File: src/rtl/lane_pkg.sv
// lane_pkg: lane state encodings and width helpers shared by the occupancy counter.
package lane_pkg;

    typedef logic [2:0] lane_state_t;

    localparam lane_state_t IDLE   = 3'd0;
    localparam lane_state_t EN_A   = 3'd1;
    localparam lane_state_t EN_AB  = 3'd2;
    localparam lane_state_t EN_B   = 3'd3;
    localparam lane_state_t EX_B   = 3'd4;
    localparam lane_state_t EX_AB  = 3'd5;
    localparam lane_state_t EX_A   = 3'd6;
    localparam lane_state_t RESYNC = 3'd7;

    // Signed width holding occupancy plus or minus one pulse per lane.
    function automatic int net_width(input int cnt_w, input int n_lanes);
        return cnt_w + $clog2(n_lanes + 1) + 2;
    endfunction

    // Filtered {A,B} pair that a state implies was last seen.
    function automatic logic [1:0] phase_ab(input lane_state_t s);
        return (s == EN_A || s == EX_A) ? 2'b10 :
               (s == EN_AB || s == EX_AB) ? 2'b11 :
               (s == EN_B || s == EX_B) ? 2'b01 : 2'b00;
    endfunction

endpackage

File: src/rtl/lane_fsm.sv
// lane_fsm: per-lane sensor synchroniser, debounce filters and passage FSM
// with registered entry/exit/error pulses.
module lane_fsm
    import lane_pkg::*;
#(
    parameter int DEB_CYCLES = 4
) (
    input  logic clk,
    input  logic rst,
    input  logic a_i,
    input  logic b_i,
    output logic entry_o,
    output logic exit_o,
    output logic err_o
);

    localparam int CW = $clog2(DEB_CYCLES + 1);
    localparam logic [CW-1:0] LAST = CW'(DEB_CYCLES - 1);

    logic [1:0] s1_q, s2_q, ab_q, ab_d;
    logic [CW-1:0] cnt_q [2];
    logic [CW-1:0] cnt_d [2];
    lane_state_t state_q, state_d;
    logic entry_q, entry_d, exit_q, exit_d, err_q, err_d;

    // Bit 1 is A, bit 0 is B; a bit flips once it has disagreed DEB_CYCLES edges in a row.
    always_comb begin
        for (int i = 0; i < 2; i++) begin
            cnt_d[i] = (s2_q[i] != ab_q[i] && cnt_q[i] != LAST) ? cnt_q[i] + 1'b1 : '0;
            ab_d[i]  = (s2_q[i] != ab_q[i] && cnt_q[i] == LAST) ? s2_q[i] : ab_q[i];
        end
    end

    always_comb begin
        state_d = state_q;
        entry_d = 1'b0;
        exit_d  = 1'b0;
        err_d   = 1'b0;
        if (state_q == RESYNC) begin
            state_d = (ab_q == 2'b00) ? IDLE : RESYNC;
        end else if ((ab_q ^ phase_ab(state_q)) == 2'b11) begin
            state_d = RESYNC;
            err_d   = 1'b1;
        end else begin
            case (state_q)
                IDLE:  state_d = (ab_q == 2'b10) ? EN_A : (ab_q == 2'b01) ? EX_B : IDLE;
                EN_A:  state_d = (ab_q == 2'b11) ? EN_AB : (ab_q == 2'b00) ? IDLE : EN_A;
                EN_AB: state_d = (ab_q == 2'b01) ? EN_B : (ab_q == 2'b10) ? EN_A : EN_AB;
                EN_B: begin
                    state_d = (ab_q == 2'b00) ? IDLE : (ab_q == 2'b11) ? EN_AB : EN_B;
                    entry_d = (ab_q == 2'b00);
                end
                EX_B:  state_d = (ab_q == 2'b11) ? EX_AB : (ab_q == 2'b00) ? IDLE : EX_B;
                EX_AB: state_d = (ab_q == 2'b10) ? EX_A : (ab_q == 2'b01) ? EX_B : EX_AB;
                EX_A: begin
                    state_d = (ab_q == 2'b00) ? IDLE : (ab_q == 2'b11) ? EX_AB : EX_A;
                    exit_d  = (ab_q == 2'b00);
                end
                default: state_d = IDLE;
            endcase
        end
    end

    always_ff @(posedge clk) begin
        if (rst) begin
            s1_q    <= '0;
            s2_q    <= '0;
            ab_q    <= '0;
            cnt_q   <= '{default: '0};
            state_q <= IDLE;
            entry_q <= 1'b0;
            exit_q  <= 1'b0;
            err_q   <= 1'b0;
        end else begin
            s1_q    <= {a_i, b_i};
            s2_q    <= s1_q;
            ab_q    <= ab_d;
            cnt_q   <= cnt_d;
            state_q <= state_d;
            entry_q <= entry_d;
            exit_q  <= exit_d;
            err_q   <= err_d;
        end
    end

    assign entry_o = entry_q;
    assign exit_o  = exit_q;
    assign err_o   = err_q;

endmodule

File: src/rtl/lane_occupancy_counter.sv
// lane_occupancy_counter: N-lane car passage detection feeding a saturating
// lot occupancy counter with full/empty and sticky clip flags.
module lane_occupancy_counter
    import lane_pkg::*;
#(
    parameter int N_LANES    = 2,
    parameter int CNT_W      = 8,
    parameter int CAPACITY   = 50,
    parameter int DEB_CYCLES = 4
) (
    input  logic               clk,
    input  logic               rst,
    input  logic [N_LANES-1:0] a,
    input  logic [N_LANES-1:0] b,
    input  logic               clr_count,
    output logic [N_LANES-1:0] entry_pulse,
    output logic [N_LANES-1:0] exit_pulse,
    output logic [N_LANES-1:0] seq_error,
    output logic [CNT_W-1:0]   occupancy,
    output logic               full,
    output logic               empty,
    output logic               overflow,
    output logic               underflow
);

    localparam int NW = net_width(CNT_W, N_LANES);
    localparam logic signed [NW-1:0] CAP_S = NW'(CAPACITY);
    localparam logic [CNT_W-1:0] CAP_U = CNT_W'(CAPACITY);

    for (genvar l = 0; l < N_LANES; l++) begin : g_lane
        lane_fsm #(.DEB_CYCLES(DEB_CYCLES)) u_lane (
            .clk     (clk),
            .rst     (rst),
            .a_i     (a[l]),
            .b_i     (b[l]),
            .entry_o (entry_pulse[l]),
            .exit_o  (exit_pulse[l]),
            .err_o   (seq_error[l])
        );
    end

    logic signed [NW-1:0] sum;
    logic [CNT_W-1:0] occ_q, occ_d;
    logic ovf_q, ovf_d, unf_q, unf_d;

    // All lanes' pulses fold into one signed update before clipping.
    always_comb begin
        sum = NW'(occ_q);
        for (int i = 0; i < N_LANES; i++) begin
            sum = sum + NW'(entry_pulse[i]) - NW'(exit_pulse[i]);
        end
        occ_d = clr_count ? '0 : sum[NW-1] ? '0 : (sum > CAP_S) ? CAP_U : sum[CNT_W-1:0];
        ovf_d = ~clr_count & (ovf_q | (sum > CAP_S));
        unf_d = ~clr_count & (unf_q | sum[NW-1]);
    end

    always_ff @(posedge clk) begin
        if (rst) begin
            occ_q <= '0;
            ovf_q <= 1'b0;
            unf_q <= 1'b0;
        end else begin
            occ_q <= occ_d;
            ovf_q <= ovf_d;
            unf_q <= unf_d;
        end
    end

    assign occupancy = occ_q;
    assign full      = (occ_q == CAP_U);
    assign empty     = (occ_q == '0);
    assign overflow  = ovf_q;
    assign underflow = unf_q;

endmodule

File: config.mk
export PLATFORM = sky130hd
export DESIGN_NAME = lane_occupancy_counter
export DESIGN_NICKNAME = d
export VERILOG_FILES = /design/src/rtl/lane_pkg.sv /design/src/rtl/lane_fsm.sv /design/src/rtl/lane_occupancy_counter.sv
export SDC_FILE = /design/constraint.sdc
export NUM_CORES = 1
export LEC_CHECK = 0
export ABC_CLOCK_PERIOD_IN_PS = 11640
export BUFFER_PORTS_ARGS = -buffer_cell sky130_fd_sc_hd__buf_2
export CORE_ASPECT_RATIO = 0.6
export CORE_MARGIN = 1.5
export CORE_UTILIZATION = 31
export CTS_CLUSTER_DIAMETER = 40
export DETAILED_ROUTE_END_ITERATION = 7
export GPL_TIMING_DRIVEN = 0
export PLACE_DENSITY = 0.51
export SLEW_MARGIN = 20
export SYNTH_ARGS = -nofsm -noshare
export SYNTH_HDL_FRONTEND = slang
export SYNTH_SLANG_ARGS = --single-unit
File: constraint.sdc
create_clock -name clk -period 11.64 [get_ports clk]
set_input_delay 0.582 -clock clk [delete_from_list [all_inputs] [get_ports clk]]
set_output_delay 0.582 -clock clk [all_outputs]
set_load 0.05 [all_outputs]
==> impl_metrics.ini <==
[yosys]
ys_async_sr_fraction = 0
synth-adder-area-share = 0.175
syn-cell-area_mm2 = 0.00328
synth_compound_area_frac = 0.180
synth_ff_type = dfxtp_1
number_of_enable_type_register_cells_in_the_synthesized_netlist = 0
synth.ff_latch_count = 46
largest_family_of_logic_cells_by_synthesized_area = compound AO/OA/AOI/OAI gates
cell_count_after_synthesis = 391
syn_avg_cell_area_um2 = 8.39
synth_simple_gate_area_frac = 0.178
synth_mux_area_frac = 0.0275
synthXorXnorAreaFrac = 0.0725
synth_seq_area_share = 0.281
synthesis.yosys.warnings = 0
post_synth_num_cell_types = 60

[route]
vias = 2704
top_layer_used = met4
drt-initial-drc-count = 184
detailroute.wirelength.met2_um = 2750
antenna_violating_nets_post_route = 0
wire_per_inst_um = 13.0
routedLengthMet1_um = 4120
drt-vias-per-instance = 4.85
drt_drc_violations_left = 0
route.final.wire_length_um = 7240
detailroute.wirelength.met3_um = 351
drt_pre_antenna_iters = 4

[timing]
worst_clock_skew_ns = 0.00232
timing.hold.ws_ns = 0.420
fin_crit_ns = 4.78
transition_time_at_the_pin_with_the_least_slew_margin_ns = 0.593
rsz_0062_raised_after_global_routing = false
post-route-worst-setup-slack_ns = 6.86
finalMaxSlewViolations = 0
final-hold-violation-count = 0
slew_headroom = 0.605
final.setup.tns_ns = 0
max_freq_mhz = 209
fin_crit_sh = 0.411
timing.final.setup_violations = 0

[clock_tree]
cts_tree = yes
cts_max_path_buffers = 2
cts_max_level = 2
cts_resized = 0
hold_buffer_count_at_cts = 0
clk_transition_reported_paths_ns = 0.06
post-cts-setup-buffers = 0
cts.sinks = 46
insertion_delay_ns = 0.29
tritoncts_buffer_count = 5
clock_tree.root_cell = clkbuf_16

[final_layout]
drive_gt1_frac = 0.0969
finish.utilization = 0.372
finalNetCount = 474
layout_commonest_cell = dfxtp_1
n_fill_cell = 1021
syn2layout_area_growth_pct = 14.1
n_antenna_cell = 0
commonest_cells_after_routing_fill_and_taps_aside = dfxtp_1 (46), inv_1 (45), nor2_1 (43)

[status]
outcome = finished clean

[grt]
pin_count_of_the_biggest_net_entering_global_routing = 14
grt_first_pass_wirelength_um = 12000
grt_pass1_vias = 2476
gr-usage-all-layers = 0.138
number_of_antenna_violations_at_the_first_check_in_global_routing = 0
globalRoute.totalOverflow = 0

[die]
fp-row-count = 28
fp.dieArea_mm2 = 0.0112
top_level_port_count = 25
start_util = 0.326
die_h_um = 82.7
core_mm2 = 0.0101
die_extent_in_x_um = 136

[placed_design]
post-place-ws_ns = 6.90
port_buffers = 24
dpl.hpwl_um = 5730
gp_congestion = 0.828

[critical_path]
worst-endpoint-required_ns = 11.86
timing.reg2reg.setup_slack_ns = 6.86
worstSetupPathType = register to register
cp_endpoint_kind = register
timing.critical_path.fanout_max = 5
worst-endpoint-arrival_ns = 5.00
cp-start-kind = register

[min_path]
worst_hold_class = register to register

[job]
cap_viol_max_count = 0
-- final timing paths --
check	from	endpoint	depth (start not counted)
max	g_lane[0].u_lane.entry_o	occupancy[3]	18
min	g_lane[0].u_lane.cnt_q[3]	g_lane[0].u_lane.cnt_q[3]	1
max reg2reg	g_lane[0].u_lane.entry_o	occupancy[3]	18
min reg2reg	g_lane[0].u_lane.cnt_q[3]	g_lane[0].u_lane.cnt_q[3]	1
-- critical path, cell delays in order, from the launching register on --
cell and delay, ns:
dfxtp_1 0.34, inv_1 0.05, ha_1 0.26, inv_1 0.06
ha_1 0.18, inv_1 0.06, fa_1 0.40, nor2b_1 0.18
o2111ai_1 0.20, and2_1 0.22, xnor2_1 0.45, inv_1 0.09
ha_1 0.37, nor2b_1 0.16, a311oi_2 0.42, xor2_1 0.23
o2111ai_1 0.16, o32ai_1 0.55, and4_1 0.33
-- sequential cells by signal (all words and copies together), names as in the netlist --
| name | flops |
|---|---|
| underflow | 1 |
| g_lane.u_lane.state_q | 6 |
| g_lane.u_lane.exit_o | 2 |
| g_lane.u_lane.entry_o | 2 |
| overflow | 1 |
| g_lane.u_lane.err_o | 2 |
| g_lane.u_lane.ab_q | 4 |
| g_lane.u_lane.s1_q | 4 |
| g_lane.u_lane.cnt_q | 12 |
| occupancy | 8 |
| g_lane.u_lane.s2_q | 4 |
-- area by class of cell --
class                      count  area (um2)  area share
sequential                    46         921       0.246
clock inverter                 1        30.0     0.00802
tap                          135         169      0.0451
buffer                        21         105      0.0281
multi-input combinational    279        2080       0.557
timing repair buffer          24         120      0.0321
inverter                      46         174      0.0465
clock buffer                   6         139      0.0371
-- stage by stage --
step                cell area [um2]  std cells
CTS                            3740        558
finish                         3740        558
detailed placement             3570        551
global route                   3740        558
floorplan                      3280        392
global placement               3570        551
-- Yosys cell counts, types with 2 or more instances --
cell	number	area [um2]
dfxtp_1	46	921
inv_1	45	169
nor2_1	43	161
ha_1	42	526
a21oi_1	26	130
nor2b_1	16	100
xnor2_1	14	123
clkbuf_1	12	45.0
nand2_1	11	41.3
nand2b_1	11	68.8
mux2i_1	9	90.1
nor3_1	9	45.0
a31oi_1	8	50.1
o21ai_0	8	40.0
xor2_1	8	70.1
a211oi_1	7	52.6
buf_4	7	52.6
a2111oi_0	4	35.0
nand3b_1	4	30.0
or3_1	4	25.0
a21o_1	3	22.5
o21ai_1	3	15.0
o21bai_1	3	22.5
a41o_1	2	20.0
and3_1	2	12.5
buf_1	2	7.51
fa_1	2	40.0
nor3b_1	2	15.0
o2111ai_1	2	17.5
o211a_1	2	20.0
o211ai_1	2	15.0
o311ai_0	2	17.5
or2_1	2	12.5
xnor3_1	2	45.0
-- logic make-up (layout without fill, tap and decap cells) --
kind of cell | count (synthesis) | count (layout)
buffers and inverters | 67 | 98
DFF | 46 | 46
and+or+nand+nor | 113 | 113
other | 1 | 2
adders and majority gates | 45 | 45
muxes | 9 | 9
xor gates and xnor gates | 24 | 24
AOI/OAI and AO/OA | 86 | 86
-- layer usage --
| layer | global-route usage | up-vias |
|---|---|---|
| met5 | 0 | - |
| met1 | 0.206 | 1240 |
| met2 | 0.201 | 50 |
| li1 | - | 1412 |
| met3 | 0.0311 | 2 |
| met4 | 0.0290 | 0 |
Power is left out: the tool's default activity adds up to more than one toggle a clock period on the data nets, which glitch-free logic cannot reach.
